**config.mk**
```make
export PLATFORM = sky130hd
export DESIGN_NAME = buraq_wb_arbiter
export DESIGN_NICKNAME = d
export VERILOG_FILES = /design/src/rtl/buraq_wb_arbiter.sv
export SDC_FILE = /design/constraint.sdc
export NUM_CORES = 1
export LEC_CHECK = 0
export CORE_ASPECT_RATIO = 2
export CORE_UTILIZATION = 49
export DETAILED_ROUTE_END_ITERATION = 6
export GPL_TIMING_DRIVEN = 0
export PLACE_DENSITY = 0.8
export RECOVER_POWER = 50
export SLEW_MARGIN = 5
export SYNTH_ARGS = -nofsm -noshare
export SYNTH_HDL_FRONTEND = slang
export SYNTH_SLANG_ARGS = --single-unit
```
**constraint.sdc**
```tcl
create_clock -name clk_i -period 8.3 [get_ports clk_i]
set_input_delay 1.66 -clock clk_i [delete_from_list [all_inputs] [get_ports clk_i]]
set_output_delay 1.66 -clock clk_i [all_outputs]
set_load 0.05 [all_outputs]
```
**src/rtl/buraq_wb_arbiter.sv**
```systemverilog
// ---------------------------------------------------------------------------
// buraq_wb_arbiter
// Writeback arbiter for the single register-file write port. ALU results win
// the slot every cycle they are valid; long-latency (LSU/MDU) results queue in
// a small FIFO and drain whenever the ALU leaves the slot free. A pending-write
// scoreboard tracks long-latency destinations, and a starvation counter asks
// issue to hold off ALU results when the FIFO head has waited too long.
//
// Ports:
//   clk_i, rst_i                      clock, synchronous active-high reset
//   alu_valid_i/waddr_i/wdata_i       single-cycle result (always accepted)
//   lsu_valid_i/ready_o/waddr_i/wdata_i  long-latency result handshake
//   issue_valid_i/issue_rd_i          long-latency op issued (sets busy bit)
//   busy_o                            scoreboard, bit r = write to xr pending
//   alu_stall_o                       request issue to withhold ALU results
//   rf_waddr_o/rf_wdata_o/rf_we_o     registered register-file write port
// ---------------------------------------------------------------------------
module buraq_wb_arbiter #(
  parameter int unsigned DataWidth   = 32,
  parameter int unsigned FifoDepth   = 2,
  parameter int unsigned StarveLimit = 4
) (
  input  logic                 clk_i,
  input  logic                 rst_i,
  input  logic                 alu_valid_i,
  input  logic [4:0]           alu_waddr_i,
  input  logic [DataWidth-1:0] alu_wdata_i,
  input  logic                 lsu_valid_i,
  output logic                 lsu_ready_o,
  input  logic [4:0]           lsu_waddr_i,
  input  logic [DataWidth-1:0] lsu_wdata_i,
  input  logic                 issue_valid_i,
  input  logic [4:0]           issue_rd_i,
  output logic [31:0]          busy_o,
  output logic                 alu_stall_o,
  output logic [4:0]           rf_waddr_o,
  output logic [DataWidth-1:0] rf_wdata_o,
  output logic                 rf_we_o
);

  localparam int unsigned PtrW = (FifoDepth > 1) ? $clog2(FifoDepth) : 1;
  localparam int unsigned CntW = $clog2(FifoDepth + 1);
  localparam int unsigned StW  = $clog2(StarveLimit + 1);

  logic [4:0]           r_fifo_addr [FifoDepth];
  logic [DataWidth-1:0] r_fifo_data [FifoDepth];
  logic [PtrW-1:0]      r_wr_ptr;
  logic [PtrW-1:0]      r_rd_ptr;
  logic [CntW-1:0]      r_count;
  logic [StW-1:0]       r_starve;
  logic                 r_stall;
  logic [31:0]          r_busy;
  logic                 r_rf_we;
  logic [4:0]           r_rf_waddr;
  logic [DataWidth-1:0] r_rf_wdata;

  logic                 w_empty;
  logic                 w_ready;
  logic                 w_push;
  logic                 w_pop;
  logic [4:0]           w_head_addr;
  logic [DataWidth-1:0] w_head_data;
  logic [CntW-1:0]      w_count_nxt;
  logic [StW-1:0]       w_starve_nxt;
  logic [31:0]          w_busy_nxt;

  assign w_empty     = (r_count == '0);
  assign w_ready     = (r_count < CntW'(FifoDepth));
  assign w_push      = lsu_valid_i & w_ready;
  // No bypass: only an entry already stored can pop, so push/pop never alias.
  assign w_pop       = ~alu_valid_i & ~w_empty;
  assign w_head_addr = r_fifo_addr[r_rd_ptr];
  assign w_head_data = r_fifo_data[r_rd_ptr];

  // Ready reflects registered occupancy only; forced low while in reset.
  assign lsu_ready_o = w_ready & ~rst_i;
  assign busy_o      = r_busy;
  assign alu_stall_o = r_stall;
  assign rf_we_o     = r_rf_we;
  assign rf_waddr_o  = r_rf_waddr;
  assign rf_wdata_o  = r_rf_wdata;

  always_comb begin
    w_count_nxt = r_count;
    case ({w_push, w_pop})
      2'b10:   w_count_nxt = r_count + CntW'(1);
      2'b01:   w_count_nxt = r_count - CntW'(1);
      default: w_count_nxt = r_count;
    endcase
  end

  always_comb begin
    w_starve_nxt = r_starve;
    if (w_empty || w_pop) begin
      w_starve_nxt = '0;
    end else if (r_starve != StW'(StarveLimit)) begin
      w_starve_nxt = r_starve + StW'(1);
    end
  end

  // Clear on pop first, then set on issue, so a same-register collision
  // leaves the bit set.
  always_comb begin
    w_busy_nxt = r_busy;
    if (w_pop) begin
      w_busy_nxt[w_head_addr] = 1'b0;
    end
    if (issue_valid_i) begin
      w_busy_nxt[issue_rd_i] = 1'b1;
    end
    w_busy_nxt[0] = 1'b0;
  end

  always_ff @(posedge clk_i) begin
    if (w_push && !rst_i) begin
      r_fifo_addr[r_wr_ptr] <= lsu_waddr_i;
      r_fifo_data[r_wr_ptr] <= lsu_wdata_i;
    end
  end

  always_ff @(posedge clk_i) begin
    if (rst_i) begin
      r_wr_ptr   <= '0;
      r_rd_ptr   <= '0;
      r_count    <= '0;
      r_starve   <= '0;
      r_stall    <= 1'b0;
      r_busy     <= '0;
      r_rf_we    <= 1'b0;
      r_rf_waddr <= '0;
      r_rf_wdata <= '0;
    end else begin
      if (w_push) r_wr_ptr <= r_wr_ptr + PtrW'(1);
      if (w_pop)  r_rd_ptr <= r_rd_ptr + PtrW'(1);
      r_count  <= w_count_nxt;
      r_starve <= w_starve_nxt;
      r_stall  <= (w_starve_nxt == StW'(StarveLimit));
      r_busy   <= w_busy_nxt;
      if (alu_valid_i) begin
        r_rf_we    <= (alu_waddr_i != 5'd0);
        r_rf_waddr <= alu_waddr_i;
        r_rf_wdata <= alu_wdata_i;
      end else if (w_pop) begin
        r_rf_we    <= (w_head_addr != 5'd0);
        r_rf_waddr <= w_head_addr;
        r_rf_wdata <= w_head_data;
      end else begin
        r_rf_we    <= 1'b0;
      end
    end
  end

endmodule

```
==> After elaboration in Yosys (flattened, before gate mapping) <==
Memory sizes are Yosys's and may differ from the RTL's. A register that Yosys moved wholly into a read port is not among the register bits.
Cells that the tools add are included.
{ "totals": {"ff_bits": 78, "latchBits": 0, "ram_bits": 74, "romBits": 0, "in_bits": 84, "output_inout_bits": 72, "wordCells": 66, "n_memories": 2} }
{ "op_classes": {"add_sub_neg": 5, "mul": 0, "n_div": 0, "order_cmp": 5, "n_eq_ne": 4, "shift": 0, "muxes": 21, "bitwise_logic": 9, "n_reduce_logical": 10} }
{ "memory_table": {"columns": ["memory", "words", "word_bits", "rd", "rd_clocked_by_memory_dff", "write_ports", "line", "text"], "rows": [
  ["r_fifo_data", 2, 32, 1, 1, 1, "46", "logic [DataWidth-1:0] r_fifo_data [FifoDepth];"],
  ["r_fifo_addr", 2, 5, 1, 1, 1, "45", "logic [4:0] r_fifo_addr [FifoDepth];"]
]} }
{ "ops": {"columns": ["op", "count"], "rows": [
  ["$mux 32", 4],
  ["$and 32x32->32", 1],
  ["$not 32->32", 1],
  ["$or 32x32->32", 1],
  ["$lt 5x6->1 const B", 2],
  ["$demux 1 s5", 2],
  ["$ge 5x1->1 const B", 2],
  ["$mux 1", 10],
  ["$mux 5", 2],
  ["$reduce_bool 5->1", 2],
  ["$mux 3", 2],
  ["$pmux 2 s2", 1],
  ["$reduce_bool 2->1", 2],
  ["$add 3x1->3 const B", 1],
  ["$and 1x1->1", 3],
  ["$eq 3x3->1 const B", 1],
  ["$logic_and 1x1->1", 3],
  ["$ne 3x3->1 const B", 1],
  ["$not 1->1", 3],
  ["$add 1x1->1 const B", 2],
  ["$add 2x1->2 const B", 1],
  ["$eq 2x1->1 const B", 1],
  ["$eq 2x2->1 const B", 1],
  ["$logic_not 2->1", 1],
  ["other kinds (4)", 4]
]} }

==> Logic depth before layout (Yosys ltp) <==
Gate-level depths: netlist of the first run.
{ "depth": {"word_depth": 9, "mapped_depth": 7, "mapped_depth_nobuf": 6} }

==> Worst setup path before layout of the first run <==
No wires, ideal clock.
{ "synth_timing": {"kind": "input to register", "startpoint": "input port rst_i", "endpoint": "memory r_fifo_addr[0][0], enable pin", "setup_time_ps": 537, "arrival_ps": 5735, "t_required_ps": 7763, "path_slack_ps": 2028, "stages": 2, "cell_sequence": "clkbuf_1 > nor4b_1"} }
{ "synth_via": {"elab_chain_len": 4} }
{ "synth_rtl": {"columns": ["item", "line", "text"], "rows": [
  ["start: declaration", "24", "input logic rst_i,"],
  ["$logic_not 1->1", "115", "if (w_push && !rst_i) begin"],
  ["$logic_and 1x1->1", "115", null],
  ["$mux 1", "115", null],
  ["$mux 1 (implied by the code)", "116", "r_fifo_addr[r_wr_ptr] <= lsu_waddr_i;"],
  ["end: declaration", "45", null]
]} }
Every way passes these cells.

==> Worst setup path in the final report of the first run <==
{ "layout_timing": {"startpoint": "input port rst_i", "endpoint": "output port lsu_ready_o"} }
{ "layout_via": {"elab_chain_len": 2} }
{ "layout_rtl": {"columns": ["item", "line", "text"], "rows": [
  ["$not 1->1", "76", "assign lsu_ready_o = w_ready & ~rst_i;"],
  ["$and 1x1->1", "76", null],
  ["end: declaration", "29", "output logic lsu_ready_o,"]
]} }
Every way passes these cells.

==> results of run 1 <==
==> layout by cell type, fill, tap and decap left out, types with 3 or more instances in the layout <==
| cell type | count |
|---|---|
| dlygate4sd3_1 | 39 |
| bufinv_16 | 3 |
| mux2_2 | 4 |
| nor2_1 | 47 |
| clkbuf_1 | 18 |
| buf_6 | 7 |
| a32o_1 | 28 |
| buf_1 | 3 |
| and3b_1 | 4 |
| dfxtp_1 | 78 |
| diode_2 | 3 |
| nand2_1 | 47 |
| a21oi_1 | 40 |
| buf_4 | 12 |
| nor3b_1 | 5 |
| o21ai_0 | 9 |
| or2_0 | 15 |
| edfxtp_1 | 74 |
| nor2b_1 | 4 |
| mux2i_4 | 3 |
| inv_1 | 3 |
| ha_1 | 3 |
| nand3_1 | 8 |
| clkbuf_16 | 17 |
| and3_1 | 4 |
| clkdlybuf4s50_1 | 115 |
| buf_2 | 4 |
| nor3_1 | 5 |
| a211o_1 | 37 |
| or2_1 | 14 |
| mux2i_1 | 34 |
| clkinv_2 | 3 |
==> state kept, by name, indices dropped and copies added, names as in the netlist, named ones only <==
signal	cells
alu_stall_o	1
busy_o	31
r_count	2
r_fifo_addr	10
r_fifo_data	64
r_rd_ptr	1
r_starve	3
r_wr_ptr	1
rf_waddr_o	5
rf_wdata_o	32
rf_we_o	1
==> final cells by class <==
cell class | count | area [um2] | share of cell area (%)
multi-input combinational | 329 | 2232 | 25.90
sequential | 152 | 3784 | 43.91
clock inverter | 12 | 150.1 | 1.742
inverter | 3 | 11.26 | 0.1307
antenna | 3 | 7.507 | 0.08712
clock buffer | 19 | 442.9 | 5.140
timing repair buffer | 162 | 1605 | 18.63
tap | 147 | 183.9 | 2.134
buffer | 35 | 200.2 | 2.323
==> cell families after synthesis <==
family	after synthesis	synth area share, %
flip-flops	152	60.92
AND/OR/NAND/NOR	164	13.17
buffers and inverters	38	3.424
XOR/XNOR	4	0.5642
AO/OA/AOI/OAI	116	13.96
multiplexers	41	7.292
other	1	0.06038
adder cells (fa/ha/maj)	3	0.6044
==> Yosys cell counts, types with 2 or more instances <==
| cell type | n |
|---|---|
| xnor2_1 | 2 |
| nor2_1 | 47 |
| mux2_2 | 4 |
| nor3b_1 | 6 |
| inv_1 | 3 |
| o21ai_0 | 5 |
| mux2i_4 | 3 |
| nor3_1 | 5 |
| a21oi_1 | 40 |
| and3_1 | 4 |
| nand2_1 | 47 |
| buf_2 | 5 |
| or2_1 | 23 |
| edfxtp_1 | 74 |
| nor4bb_1 | 2 |
| dfxtp_1 | 78 |
| ha_1 | 3 |
| nand3_1 | 8 |
| a211o_1 | 37 |
| a32o_1 | 28 |
| nor2b_1 | 4 |
| clkbuf_1 | 15 |
| or2_0 | 6 |
| mux2i_1 | 34 |
| buf_1 | 4 |
| o21ai_1 | 4 |
| nor4b_1 | 2 |
| xor2_1 | 2 |
| buf_4 | 5 |
| buf_6 | 6 |
| and3b_1 | 4 |
==> power groups by stage <==
| stage | clock network, mW | registers (mW) | logic (mW) |
|---|---|---|---|
| final | 0.772 | 0.922 | 0.838 |
| after floorplan | 0 | 1.06 | 0.457 |
| after detailed placement | 0 | 0.937 | 0.843 |
| after global placement | 0 | 0.939 | 0.815 |
| after CTS | 0.783 | 0.922 | 0.849 |
| after global routing | 0.812 | 0.930 | 0.903 |
==> final timing paths <==
path,from,endpoint
hold reg to reg,busy_o[20],busy_o[20]
setup reg to reg,r_count[1],busy_o[17]
hold / removal,busy_o[20],busy_o[20]
setup / recovery,rst_i,lsu_ready_o
==> metal layers <==
metal / GRT usage [%] / up-vias / part of all wire (%)
met2: 47.88 / 176 / 58
met1: 23.24 / 2298 / 34
met3: 5.593 / 46 / 4.4
met4: 14.11 / 0 / 3.6
met5: 0 / - / 0
li1: - / 2290 / -
==> through the flow <==
step / util [%] / instance area [um2]
after floorplan: - / 6211
after CTS: 70.20 / 8611
final: 70.25 / 8617
after detailed placement: 65.36 / 8018
after global routing: 70.25 / 8617
after global placement: 64.70 / 7936
==> reports/metrics.cfg, run 1 <==
[outcome]
status=completed

[timing]
finalHoldViolCount=0
hold_slack_ns=0.4997
fmax_mhz=171.0
tightest_slew_ns=0.9849
drv_slew=0
period_share_pct=70.47
tns_ns=0
timing.final.ws_setup_ns=2.451
rsz0062_at_grt=false
period_minus_slack_ns=5.849
setup_viol=0
skew_ns=0.01095
slew_headroom_pct=33.65

[setup_path]
cp.arrival_ns=4.19
cp_slowest_cell=clkdlybuf4s50_1
crit_buf_inv=4
path_max_fanout=10
worstPathCellList=dlygate4sd3_1, clkbuf_1, clkbuf_1, nor2_1, clkdlybuf4s50_1
reg2reg_depth=5
slowest_delay_ns=0.73
crit_type=input pin to output port
crit_top_cell=clkbuf_1
cp.required_ns=6.64
critPathTopFamily=buffers and inverters
worst-path-stages=5
start_kind=input pin
end_kind=output port
rrSetupSlack_ns=6.19

[global_route]
grt_pass1_vias=4979
grt_pass1_wl_mm=24.18
grt_use_total_pct=25.20
grt_overflow=0
grt_max_degree=17
antenna_found_initial=3

[yosys]
syn-instance-count=519
synth_top_area_share_pct=35.78
yosys_warnings=0
synth_cell_type_count=40
synth-async-reset-ratio_pct=0
synth_edf_count=74
syn_area_per_cell_um2=11.97
synth_seq_area_share_pct=60.92
synth.area.top_cells=edfxtp_1 (36%), dfxtp_1 (25%), mux2i_1 (5.5%)
synth-seq-cells=152
syn_nets=606
netlist.top_cell.by_area=edfxtp_1
synth-main-ff-cell=dfxtp_1
syn-cell-area_mm2=0.006211

[pwr]
clkPwrFrac_pct=30.5
power.leakage_nw=3.072
switchingPower_mw=0.8340
powerDensity_mw_per_mm2=293.9
sw_frac_of_total_pct=32.93
power_mw=2.532
ir_worst_vdd_mv=0.2002
combPwrFrac_pct=33.1
power.internal_mw=1.698
p_seq_share_pct=36.4

[cts]
clkTransAtPathRegs_ns=0.06
post_cts_buffers=0
cts-hold-fix-buffers=0
clkSinkCount=152
cts_max_level=4
clock-root-buffer=clkbuf_16
clk_latency_ns=0.42
numCtsBuffers=17
cts_tree=done
clk_path_buf_depth=2
ctsResizeCount=0

[placed_design]
portBuffers=154
gp_congestion=0.8346
dp_slack_ns=2.524
dp_hpwl_mm=12.06
placedCellCount=828

[routing]
routed_via_density=5.580
wl_mm=15.91
drc=0
vias=4810
drt-initial-drc-count=217
ant_nets=0
wl_per_cell_um=18.45
drt_pass1_iterations=5

[floorplan]
rows=57
die_h_um=161.2
start_util_pct=50.63
dieArea_mm2=0.01316
die_w_um=81.61
ioPinCount=156
core-area_mm2=0.01227

[worst_hold_path]
min_path_cells=1
hold_path_class=flop to flop

[job]
drv_cap=0

[cells_and_area]
fin_nets=787
areaGrowthSynthToFinish_pct=38.74
drive_above_1_share_pct=9.129
fillers=896
final_cells=862

Power figures use the tool's default switching activity.
==> run 2: changes to the inputs <==
==> constraint.sdc (replaced) <==
create_clock -name clk_i -period 5.8 [get_ports clk_i]
set_input_delay 1.16 -clock clk_i [delete_from_list [all_inputs] [get_ports clk_i]]
set_output_delay 1.16 -clock clk_i [all_outputs]
set_load 0.05 [all_outputs]
==> results of run 2 <==
The final DEF is identical to that of run 1. Status: completed.
Among the figures that moved: setup slack after placement 2.524 ns -> 1.024 ns; setup slack after layout 2.451 ns -> 0.9506 ns; register-to-register setup slack 6.19 ns -> 3.69 ns; total power 2.532 mW -> 3.624 mW; worst IR drop on VDD 0.2002 mV -> 0.2864 mV
==> run 3: changes to the inputs <==
==> constraint.sdc (replaced) <==
create_clock -name clk_i -period 4.75 [get_ports clk_i]
set_input_delay 0.95 -clock clk_i [delete_from_list [all_inputs] [get_ports clk_i]]
set_output_delay 0.95 -clock clk_i [all_outputs]
set_load 0.05 [all_outputs]
==> reports/metrics.cfg, run 3 (synthesis gave the netlist of run 1 again) <==
[outcome]
status=finished with violations  ; was completed
violations=capacitance limit, slew limit

[cts]
cts_max_level=4  ; unchanged
clk_latency_ns=0.42  ; about the same
clkTransAtPathRegs_ns=0.06  ; about the same
clock-root-buffer=clkbuf_16  ; unchanged
ctsResizeCount=0  ; unchanged
post_cts_buffers=0  ; unchanged
cts_tree=done  ; unchanged
numCtsBuffers=17  ; unchanged
clkSinkCount=152  ; unchanged
clk_path_buf_depth=2  ; unchanged
cts-hold-fix-buffers=0  ; unchanged

[floorplan]
ioPinCount=156  ; unchanged
start_util_pct=50.63  ; unchanged
die_w_um=81.61  ; unchanged
die_h_um=161.2  ; unchanged
rows=57  ; unchanged
core-area_mm2=0.01227  ; unchanged
dieArea_mm2=0.01316  ; unchanged

[cells_and_area]
seq_area_mm2=0.003784  ; unchanged
largest_reg_flops=64  ; unchanged
multi_input_area_mm2=0.002220  ; was 0.002232 mm2
regMostFlops=r_fifo_data  ; unchanged
drive_above_1_share_pct=8.579  ; was 9.129%
final_cell_mix=clkdlybuf4s50_1 (98), dfxtp_1 (78), edfxtp_1 (74)  ; was clkdlybuf4s50_1 (115), dfxtp_1 (78), edfxtp_1 (74)
final_common_cell=clkdlybuf4s50_1  ; unchanged
fin_nets=785  ; was 787
final_util_pct=70.23  ; was 70.25%
areaGrowthSynthToFinish_pct=38.70  ; was 38.74%
fillers=904  ; was 896

[timing]
period_share_pct=94.26
finalHoldViolCount=0  ; unchanged
tns_ns=0  ; unchanged
setup_viol=0  ; unchanged
rsz0062_at_grt=false  ; unchanged
fmax_mhz=223.4
drv_slew=15  ; was 0
period_minus_slack_ns=4.477
skew_ns=0.009505  ; was 0.01095 ns
slew_headroom_pct=-21.57  ; was 33.65%
tightest_slew_ns=1.798  ; was 0.9849 ns

[worst_hold_path]
hold_path_class=flop to flop  ; unchanged

[routing]
wl_mm=16.25  ; was 15.91 mm
routed_via_density=5.605  ; was 5.580
drt-initial-drc-count=220  ; was 217
vias=4820  ; was 4,810
drc=0  ; unchanged
ant_nets=0  ; unchanged
drt_pass1_iterations=4  ; was 5
wl_per_cell_um=18.89  ; was 18.45 um

[pwr]
clkPwrFrac_pct=30.7  ; was 30.5%
power.leakage_nw=3.103  ; was 3.072 nW
sw_frac_of_total_pct=33.50  ; was 32.93%
p_seq_share_pct=36.3  ; was 36.4%
power.internal_mw=2.953  ; was 2.430 mW
ir_worst_vdd_mv=0.3934  ; was 0.2864 mV
switchingPower_mw=1.487  ; was 1.193 mW
powerDensity_mw_per_mm2=515.4  ; was 420.5 mW/mm2
combPwrFrac_pct=33.0  ; was 33.1%

[global_route]
grt_pass1_vias=5012  ; was 4,979
grt_pass1_wl_mm=24.81  ; was 24.18 mm
grt_overflow=0  ; unchanged
grt_use_total_pct=25.87  ; was 25.20%
grt_max_degree=17  ; unchanged
antenna_found_initial=2  ; was 3

[setup_path]
worstPathCellList=dlygate4sd3_1, clkbuf_1, clkbuf_1, nor2_1, clkdlybuf4s50_1  ; unchanged
cp_slowest_cell=clkdlybuf4s50_1  ; unchanged
crit_type=input pin to output port  ; unchanged
cp.arrival_ns=3.53  ; was 3.69 ns
path_max_fanout=10  ; unchanged
slowest_delay_ns=0.73  ; about the same
crit_top_cell=clkbuf_1  ; unchanged
cp.required_ns=3.80  ; was 4.64 ns
start_kind=input pin  ; unchanged
end_kind=output port  ; unchanged

[placed_design]
gp_congestion=0.8312  ; was 0.8346
portBuffers=154  ; unchanged
dp_hpwl_mm=12.02  ; was 12.06 mm

[job]
drv_cap=2  ; was 0

-- run 3: worst max-delay path, delay by kind of cell --
kind | cells | cell delay (ns)
and+or+nand+nor | 1 | 0.12
buffers and inverters | 4 | 2.45
-- run 3: power groups by stage --
stage	sequential, mW	combinational (mW)	clock, mW
2_1_floorplan	1.86	0.799	0
3_3_place_gp	1.64	1.43	0
3_5_place_dp	1.64	1.48	0
4_1_cts	1.62	1.49	1.37
5_1_grt	1.62	1.57	1.43
6_report	1.61	1.47	1.36
-- run 3: area by class of cell --
class                   instances  area share (%)
flip-flops and latches        152           43.92
multi-input cells             329           25.77
repair buffers                160           18.72
clock buffers                  17           4.938
plain buffers                  35           2.324
well taps                     147           2.135
clock inverters                15           2.004
inverters                       3          0.1307
diodes                          2         0.05810
-- run 3: final timing paths --
kind	end	from	cells past startpoint	slack, ns
setup / recovery	lsu_ready_o	rst_i	5	0.27
hold / removal	busy_o[23]	busy_o[23]	1	0.49
setup reg to reg	r_fifo_data[0][26]	r_count[1]	4	1.99
hold reg to reg	busy_o[23]	busy_o[23]	1	0.49
-- run 3: per-layer routing --
| metal | vias to the layer above | global-route usage, % | routed length (um) |
|---|---|---|---|
| li1 | 2276 | - | - |
| met1 | 2329 | 24.15 | 5452 |
| met2 | 177 | 49.81 | 9566 |
| met3 | 38 | 5.311 | 724 |
| met4 | 0 | 13.08 | 501 |
| met5 | - | 0 | 0 |
-- run 3: metrics by stage --
step	worst slack, ns	cells	hold WS [ns]	total power [mW]	cell area (um2)
final	0.2728	860	0.4907	4.440	8615
after global routing	0.2024	860	0.5063	4.628	8615
after CTS	0.3117	858	0.4983	4.482	8632
after floorplan	0.3326	519	0.4813	2.656	6217
after global placement	-1.869	820	0.4795	3.065	7943
after detailed placement	0.3408	826	0.4839	3.118	8034
